$ cat config.mk
export PLATFORM = sky130hd
export DESIGN_NAME = vga_timing_gen
export DESIGN_NICKNAME = d
export VERILOG_FILES = /design/src/rtl/vga_timing_gen.sv
export SDC_FILE = /design/constraint.sdc
export NUM_CORES = 1
export LEC_CHECK = 0
export ABC_AREA = 1
export CORE_ASPECT_RATIO = 2
export CORE_UTILIZATION = 42
export CTS_CLUSTER_SIZE = 40
export DETAILED_ROUTE_END_ITERATION = 12
export GPL_ROUTABILITY_DRIVEN = 0
export PLACE_DENSITY_LB_ADDON = 0.08
export SLEW_MARGIN = 20
export SYNTH_ARGS = -nofsm -noshare
export SYNTH_HDL_FRONTEND = slang
export SYNTH_SLANG_ARGS = --single-unit
export TNS_END_PERCENT = 5
$ cat constraint.sdc
create_clock -name clk -period 1.8 [get_ports clk]
set_clock_uncertainty 0.05 [all_clocks]
set_input_delay 0.45 -clock clk [delete_from_list [all_inputs] [get_ports clk]]
set_output_delay 0.45 -clock clk [all_outputs]
set_load 0.1 [all_outputs]
$ cat src/rtl/vga_timing_gen.sv
// vga_timing_gen: free-running 1024x768 @ 60 Hz raster counter (65 MHz pixel clock).
// Emits the pixel column/line counts plus hsync/vsync/hblnk/vblnk. All outputs are
// registered together, so they always describe the same pixel.
// Optional feature: define VGA_FRAME_TICK_EN to add the frame_tick output, a
// one-cycle pulse on every (0,0) reached by a frame wrap.
// The game_pkg timing constants are kept in this file so the block is self-contained.

package game_pkg;
    localparam int H_COUNT_TOT  = 1344;
    localparam int H_BLNK_START = 1024;
    localparam int H_SYNC_START = 1048;
    localparam int H_SYNC_END   = 1184;
    localparam int V_COUNT_TOT  = 806;
    localparam int V_BLNK_START = 768;
    localparam int V_SYNC_START = 771;
    localparam int V_SYNC_END   = 777;
endpackage

module vga_timing_gen
    import game_pkg::*;
#(
    parameter int H_TOT    = H_COUNT_TOT,
    parameter int H_BLNK_S = H_BLNK_START,
    parameter int H_SYNC_S = H_SYNC_START,
    parameter int H_SYNC_E = H_SYNC_END,
    parameter int V_TOT    = V_COUNT_TOT,
    parameter int V_BLNK_S = V_BLNK_START,
    parameter int V_SYNC_S = V_SYNC_START,
    parameter int V_SYNC_E = V_SYNC_END
) (
    input  logic        clk,
    input  logic        rst,
    output logic [10:0] hcount,
    output logic [10:0] vcount,
    output logic        hsync,
    output logic        vsync,
    output logic        hblnk,
    output logic        vblnk
`ifdef VGA_FRAME_TICK_EN
    ,
    output logic        frame_tick
`endif
);

    // The ordering blank < sync start < sync end <= total is what keeps each
    // strobe a single contiguous window inside the line/frame. Totals must also
    // fit the 11-bit counters.
    if (!(H_BLNK_S < H_SYNC_S && H_SYNC_S < H_SYNC_E && H_SYNC_E <= H_TOT)) begin : g_bad_h_timing
        $error("vga_timing_gen: illegal horizontal timing parameters");
    end
    if (!(V_BLNK_S < V_SYNC_S && V_SYNC_S < V_SYNC_E && V_SYNC_E <= V_TOT)) begin : g_bad_v_timing
        $error("vga_timing_gen: illegal vertical timing parameters");
    end
    if (H_TOT < 2 || H_TOT > 2048 || V_TOT < 2 || V_TOT > 2048) begin : g_bad_totals
        $error("vga_timing_gen: totals must lie in 2..2048");
    end

    // Timing constants sized to the counters so every compare is 11 bits wide.
    localparam logic [10:0] H_LAST = 11'(H_TOT - 1);
    localparam logic [10:0] H_BS   = 11'(H_BLNK_S);
    localparam logic [10:0] H_SS   = 11'(H_SYNC_S);
    localparam logic [10:0] H_SE   = 11'(H_SYNC_E);
    localparam logic [10:0] V_LAST = 11'(V_TOT - 1);
    localparam logic [10:0] V_BS   = 11'(V_BLNK_S);
    localparam logic [10:0] V_SS   = 11'(V_SYNC_S);
    localparam logic [10:0] V_SE   = 11'(V_SYNC_E);

    logic [10:0] h_nxt;
    logic [10:0] v_nxt;
    logic        h_wrap;
    logic        v_wrap;
    logic        hsync_nxt;
    logic        vsync_nxt;
    logic        hblnk_nxt;
    logic        vblnk_nxt;

    // Next raster position; the line counter only moves when the pixel counter wraps.
    always_comb begin
        h_wrap = (hcount == H_LAST);
        v_wrap = (vcount == V_LAST);
        h_nxt  = h_wrap ? 11'd0 : hcount + 11'd1;
        v_nxt  = vcount;
        if (h_wrap) begin
            v_nxt = v_wrap ? 11'd0 : vcount + 11'd1;
        end
    end

    // Strobes decoded from the next position so they register in step with the counts.
    always_comb begin
        hblnk_nxt = (h_nxt >= H_BS);
        hsync_nxt = (h_nxt >= H_SS) && (h_nxt < H_SE);
        vblnk_nxt = (v_nxt >= V_BS);
        vsync_nxt = (v_nxt >= V_SS) && (v_nxt < V_SE);
    end

    // Raster state register; reset parks everything at (0,0) with strobes low.
    always_ff @(posedge clk) begin
        if (rst) begin
            hcount <= 11'd0;
            vcount <= 11'd0;
            hsync  <= 1'b0;
            vsync  <= 1'b0;
            hblnk  <= 1'b0;
            vblnk  <= 1'b0;
        end else begin
            hcount <= h_nxt;
            vcount <= v_nxt;
            hsync  <= hsync_nxt;
            vsync  <= vsync_nxt;
            hblnk  <= hblnk_nxt;
            vblnk  <= vblnk_nxt;
        end
    end

`ifdef VGA_FRAME_TICK_EN
    // Pulse only on a (0,0) reached by wrapping from the last pixel, never on the
    // (0,0) produced by reset.
    always_ff @(posedge clk) begin
        if (rst) begin
            frame_tick <= 1'b0;
        end else begin
            frame_tick <= h_wrap && v_wrap;
        end
    end
`endif

endmodule

==> metrics.md, run 1 <==
| Metric | Value |
|---|---|
| Dpl ws | `0.0844 ns` |
| Worst slew margin | `0.814` |
| Max Slew Vio Count | `0` |
| HP Start | `hcount[0]` |
| Final Worst Setup Slack | `0.114 ns` |
| Syn Inst Count | `247` |
| Synth Area in Compound Gates | `0.0248` |
| Port bufs | `27` |
| RSZ-0062 raised after global routing | `yes` |
| Initial DRC Count | `53` |
| CTS Hold Bufs | `0` |
| Post-DRT Antenna Nets | `0` |
| Crit-path max FO | `8` |
| Vias post-DR | `1603` |
| Worst-Skew Late Latency | `0.27 ns` |
| Final setup fails | `0` |
| Area grow syn2layout | `48.5%` |
| VDD IR-drop max | `0.466 mV` |
| Syn nets | `252` |
| Site Rows | `31` |
| Root buf cell | `clkbuf_8` |
| Post-synthesis mux area share | `0` |
| Final #Nets | `285` |
| Pin count of the biggest net entering global routing | `20` |
| Core area | `3610 sq um` |
| Max-cap violations | `0` |
| Pwr/cell area | `479 nW/um^2` |
| Synth cell types | `24` |
| Worst reg2reg startpoint | `hcount[1]` |
| Io pins | `28` |
| Clock-pin slew on the worst setup and hold paths | `0.09 ns` |
| Critical Path AT | `1.80 ns` |
| Crit path time final | `1.69 ns` |
| Effective utilization at floorplan | `0.434` |
| Remaining DRCs | `0` |
| Ranking of synthesized cells by area | `dfxtp_1 33%, nand2_1 17%, nor2_1 10%` |
| Worst hold slack | `0.401 ns` |
| Fraction of final layout cells sized beyond drive strength 1 | `0.294` |
| Core Util, Final | `0.644` |
| Fmax | `0.593 GHz` |
| Drt wl/cell | `12.9 microns` |
| Placed insts | `323` |
| Mapped cell area | `1570 sq um` |
| Synth area leader | `dfxtp_1` |
| Post-synth top flop | `dfxtp_1` |
| Ys async rst share | `0` |
| Die boundary width | `45.2 microns` |
| Static Leak | `1.05 nW` |
| Crit end category | `flop` |
| Outcome | `complete, no violations` |
| Initial antenna violation count | `0` |
| Hold crit path type | `reg -> reg` |
| Placed cell area | `2220 sq um` |
| Max Root-Sink Buffers | `2` |
| Least-Margin Pin Slew | `0.277 ns` |
| Overall routing resource usage | `0.228` |
| Final hold viol count | `0` |
| EDFF count, synth | `0` |
| CP Launch Type | `flop` |
| First-pass DRT Iterations | `4` |
| Critical path origin | `hcount[1]` |
| Synth Area in Adders | `0.0240` |
| Total wire length | `4.25 mm` |
| H-tree Lvls | `1` |
| Vias in the first global route | `1623` |
| Total global routing overflow | `0` |
| Num CTS Buffers | `3` |
| Setup TNS | `0 ns` |
| Worst EP required | `1.92 ns` |
| First-pass GRT wire length | `6.69 mm` |
| Post-synthesis sequential area ratio | `0.333` |
| DIE HEIGHT | `88.3 microns` |
| Die area | `3990 sq um` |
| Syn avg cell area | `6.34 sq um` |
| Post-synthesis register bit count | `26` |
| Largest family of logic cells by synthesized area | `simple AND/OR/NAND/NOR gates` |
| Simple-gate share of the synthesized area | `0.509` |
| Synth top cells by count | `72 x nand2_1, 42 x nor2_1, 38 x inv_1` |
| Xor and xnor area share after synthesis | `0.0112` |
| Yosys top cell area share | `0.333` |
| Finished Layout Cells | `328` |
| Total power | `1.11 mW` |
| Detailed placement HPWL | `3.34 mm` |
| TritonCTS clock tree | `built` |
| Most numerous cell in the Yosys netlist | `nand2_1` |
| Ant. Diodes | `0` |
| CTS sink cnt | `26` |
| Synth warnings | `0` |
| Crit Path Class | `reg -> reg` |
| Vias per std cell | `4.89` |
| Post-route cell area | `2320 sq um` |
| Final cycle utilization of the critical path | `0.937` |
power breakdown:
group / internal, mW / switching (mW)
clock network: 0.242 / 0.188
registers: 0.574 / 0.00993
logic: 0.0359 / 0.0628
total: 0.852 / 0.261
cells by family (layout without fill, tap and decap cells):
group,Yosys count,count (layout)
simple gates,168,168
xor+xnor,2,2
fa+ha+maj,3,3
buf+inv,41,73
flops,26,26
compound gates,7,7
final timing paths:
check	to	slack, ns	depth (start not counted)
worst min register to register	hcount[0]	0.40	1
worst max-delay path	hsync	0.11	10
worst min-delay path	hcount[0]	0.40	1
worst max register to register	hsync	0.11	10
state kept, by name (all words and copies together) (netlist names):
name and count:
hsync 1, vblnk 1, vcount 11, hcount 11, vsync 1, hblnk 1
critical path: stages, from the launching register on:
cell	delay, ns
dfxtp_4	0.39
ha_4	0.16
nand2_2	0.07
nor2_4	0.18
nand2_4	0.09
nor2_8	0.17
nor2_1	0.08
o21ai_2	0.08
nand2_1	0.10
nor3_1	0.15
nor2_1	0.07
placed cells by master, fill, tap and decap left out, types with 4 or more instances in the layout:
master | Yosys | final
nand4_1 | 4 | 4
nand3_1 | 21 | 19
nor2_2 | 4 | 6
nor2_1 | 42 | 40
inv_1 | 38 | 38
dfxtp_1 | 26 | 4
nand2_2 | 4 | 4
buf_12 | 0 | 26
dfxtp_2 | 0 | 16
nor2_4 | 4 | 4
dfxtp_4 | 0 | 6
nand3_2 | 2 | 4
nor3_1 | 6 | 6
nand2_1 | 72 | 72
final cells by class:
class	count	area [sq um]
inverters	39	146
flip-flops and latches	26	563
fillers	333	1280
clock buffers	4	66.3
repair buffers	30	553
multi-input cells	180	935
well taps	49	61.3
repair_timing:
| item | in CTS | in global routing |
|---|---|---|
| resized for setup | 0 | 8 |
| endpoints found under the setup margin | 0 | 3 |
| hold endpoints to repair | 0 | 0 |
| setup buffers | 0 | 1 |
per-layer routing:
metal | part of all wire | up-vias | track usage
met5 | 0 | - | 0
met4 | 0.045 | 0 | 0.165
met3 | 0.026 | 15 | 0.0245
met2 | 0.59 | 48 | 0.447
met1 | 0.34 | 721 | 0.193
li1 | - | 819 | -
No activity file was read; power rests on OpenSTA's default activity.
==> run 2, diff against run 1 <==
Settings changed: CORE_UTILIZATION 42 to 52.
==> metrics.md, run 2 (synthesis results as in run 1) <==
| Metric | Value |
|---|---|
| Hold crit path type | `reg -> reg` |
| Io pins | `28 (unchanged)` |
| RSZ-0062 raised after global routing | `yes` |
| Die area | `3250 sq um (-19%)` |
| Site Rows | `27 (-13%)` |
| Worst hold slack | `0.426 ns (+0.0251 ns)` |
| Post-route cell area | `2290 sq um (-1.6%)` |
| CTS resizes | `0 (unchanged)` |
| Effective utilization at floorplan | `0.558 (+0.124)` |
| Vias in the first global route | `1579 (-2.7%)` |
| Placed insts | `304 (-5.9%)` |
| Worst EP required | `1.97 ns (+0.05 ns)` |
| Most common cell after layout, fill and taps aside | `nand2_1` |
| Worst-Skew Late Latency | `0.28 ns (about the same)` |
| Register Area | `563 sq um (unchanged)` |
| Critical Path AT | `1.87 ns (+0.07 ns)` |
| Total wire length | `4.16 mm (-2.1%)` |
| Placed cell area | `2200 sq um (-0.79%)` |
| Crit Path Class | `reg -> reg` |
| DIE HEIGHT | `79.6 microns (-9.9%)` |
| Post-DRT Antenna Nets | `0 (unchanged)` |
| VDD IR-drop max | `0.516 mV (+11%)` |
| Most frequent cells in the layout | `71 x nand2_1, 41 x nor2_1, 38 x inv_1` |
| Final hold viol count | `0 (unchanged)` |
| Area of the multi-input gates | `923 sq um (-1.2%)` |
| Vias post-DR | `1621 (+1.1%)` |
| First-pass GRT wire length | `6.49 mm (-2.9%)` |
| Crit-path max FO | `8 (unchanged)` |
| Crit path time final | `1.69 ns (+0.00854 ns)` |
| Least-Margin Pin Slew | `0.276 ns (-0.00169 ns)` |
| Final setup fails | `0 (unchanged)` |
| Fraction of final layout cells sized beyond drive strength 1 | `0.287 (-0.00717)` |
| Port bufs | `27 (unchanged)` |
| Initial DRC Count | `46 (-13%)` |
| Ant. Diodes | `0 (unchanged)` |
| Static Leak | `1.05 nW (+0.28%)` |
| Initial antenna violation count | `0 (unchanged)` |
| Overall routing resource usage | `0.289 (+0.0607)` |
| Area grow syn2layout | `46.2%` |
| Final cycle utilization of the critical path | `0.941 (+0.00474)` |
| Drt wl/cell | `13.5 microns (+4.2%)` |
| Num CTS Buffers | `3 (unchanged)` |
| Setup Buffers After CTS | `0 (unchanged)` |
| Pin count of the biggest net entering global routing | `20 (unchanged)` |
| CTS Hold Bufs | `0 (unchanged)` |
| Die boundary width | `40.8 microns (-9.7%)` |
| Outcome | `complete, no violations` |
| H-tree Lvls | `1 (unchanged)` |
| Remaining DRCs | `0 (unchanged)` |
| Dpl ws | `0.0411 ns (-0.0434 ns)` |
| CTS sink cnt | `26 (unchanged)` |
| Clock-pin slew on the worst setup and hold paths | `0.09 ns (about the same)` |
| Total global routing overflow | `0 (unchanged)` |
| Max-cap violations | `0 (unchanged)` |
| FILL cells | `192 (-42%)` |
| Fmax | `0.590 GHz (-0.50%)` |
| Pwr/cell area | `489 nW/um^2 (+2.1%)` |
| Final #Nets | `285 (unchanged)` |
| Root buf cell | `clkbuf_8` |
| Total power | `1.12 mW (+0.53%)` |
| Worst slew margin | `0.814 (about the same)` |
| Top flop regs | `hcount: 11 flops, vcount: 11 flops` |
| Max Root-Sink Buffers | `2 (unchanged)` |
| Core area | `2800 sq um (-22%)` |
| TritonCTS clock tree | `built` |
| Setup TNS | `0 ns (unchanged)` |
| Final Worst Setup Slack | `0.106 ns (-0.00854 ns)` |
| Crit end category | `flop` |
| Core Util, Final | `0.816 (+0.172)` |
| First-pass DRT Iterations | `4 (unchanged)` |
| Max Slew Vio Count | `0 (unchanged)` |
| Vias per std cell | `5.26 (+7.7%)` |
| CP Launch Type | `flop` |
| Finished Layout Cells | `308 (-6.1%)` |
| Detailed placement HPWL | `3.35 mm (+0.27%)` |
[run 2: worst max-delay path, stage by stage, from the launching register on]
cell     delay [ns]
dfxtp_4        0.40
ha_4           0.16
nand2_2        0.08
nor2_4         0.14
nand2_4        0.09
nor2_8         0.17
nor2_1         0.05
o21ai_0        0.12
nand2_1        0.13
nand2_1        0.09
nand3_1        0.08
nor2_1         0.08
[run 2: report_power, final]
| part | switching, mW | internal (mW) |
|---|---|---|
| clock | 0.194 | 0.242 |
| combinational | 0.0621 | 0.0347 |
| sequential | 0.0114 | 0.574 |
[run 2: worst paths after layout]
kind               end  slack (ns)  startpoint  cells past startpoint
max              hsync        0.11   hcount[0]                     11
min          hcount[0]        0.43   hcount[0]                      1
max reg2reg      hsync        0.11   hcount[0]                     11
min reg2reg  hcount[0]        0.43   hcount[0]                      1
[run 2: routing by layer]
layer / track usage / part of all wire / wire length, microns
met4: 0.127 / 0.033 / 138
met2: 0.553 / 0.60 / 2510
met5: 0 / 0 / 0
met3: 0.0251 / 0.018 / 76
met1: 0.265 / 0.34 / 1430
[run 2: area by class of cell]
cell class                      count  area share
Timing Repair Buffer               30       0.242
Tap cell                           29      0.0159
Inverter                           39      0.0640
Clock buffer                        4      0.0290
Sequential cell                    26       0.246
Multi-Input combinational cell    180       0.404
==> run 3, diff against run 2 <==
Settings changed: SLEW_MARGIN 20 to 15.
==> results of run 3 <==
The final DEF is identical to that of run 2; final timing and power are the same.
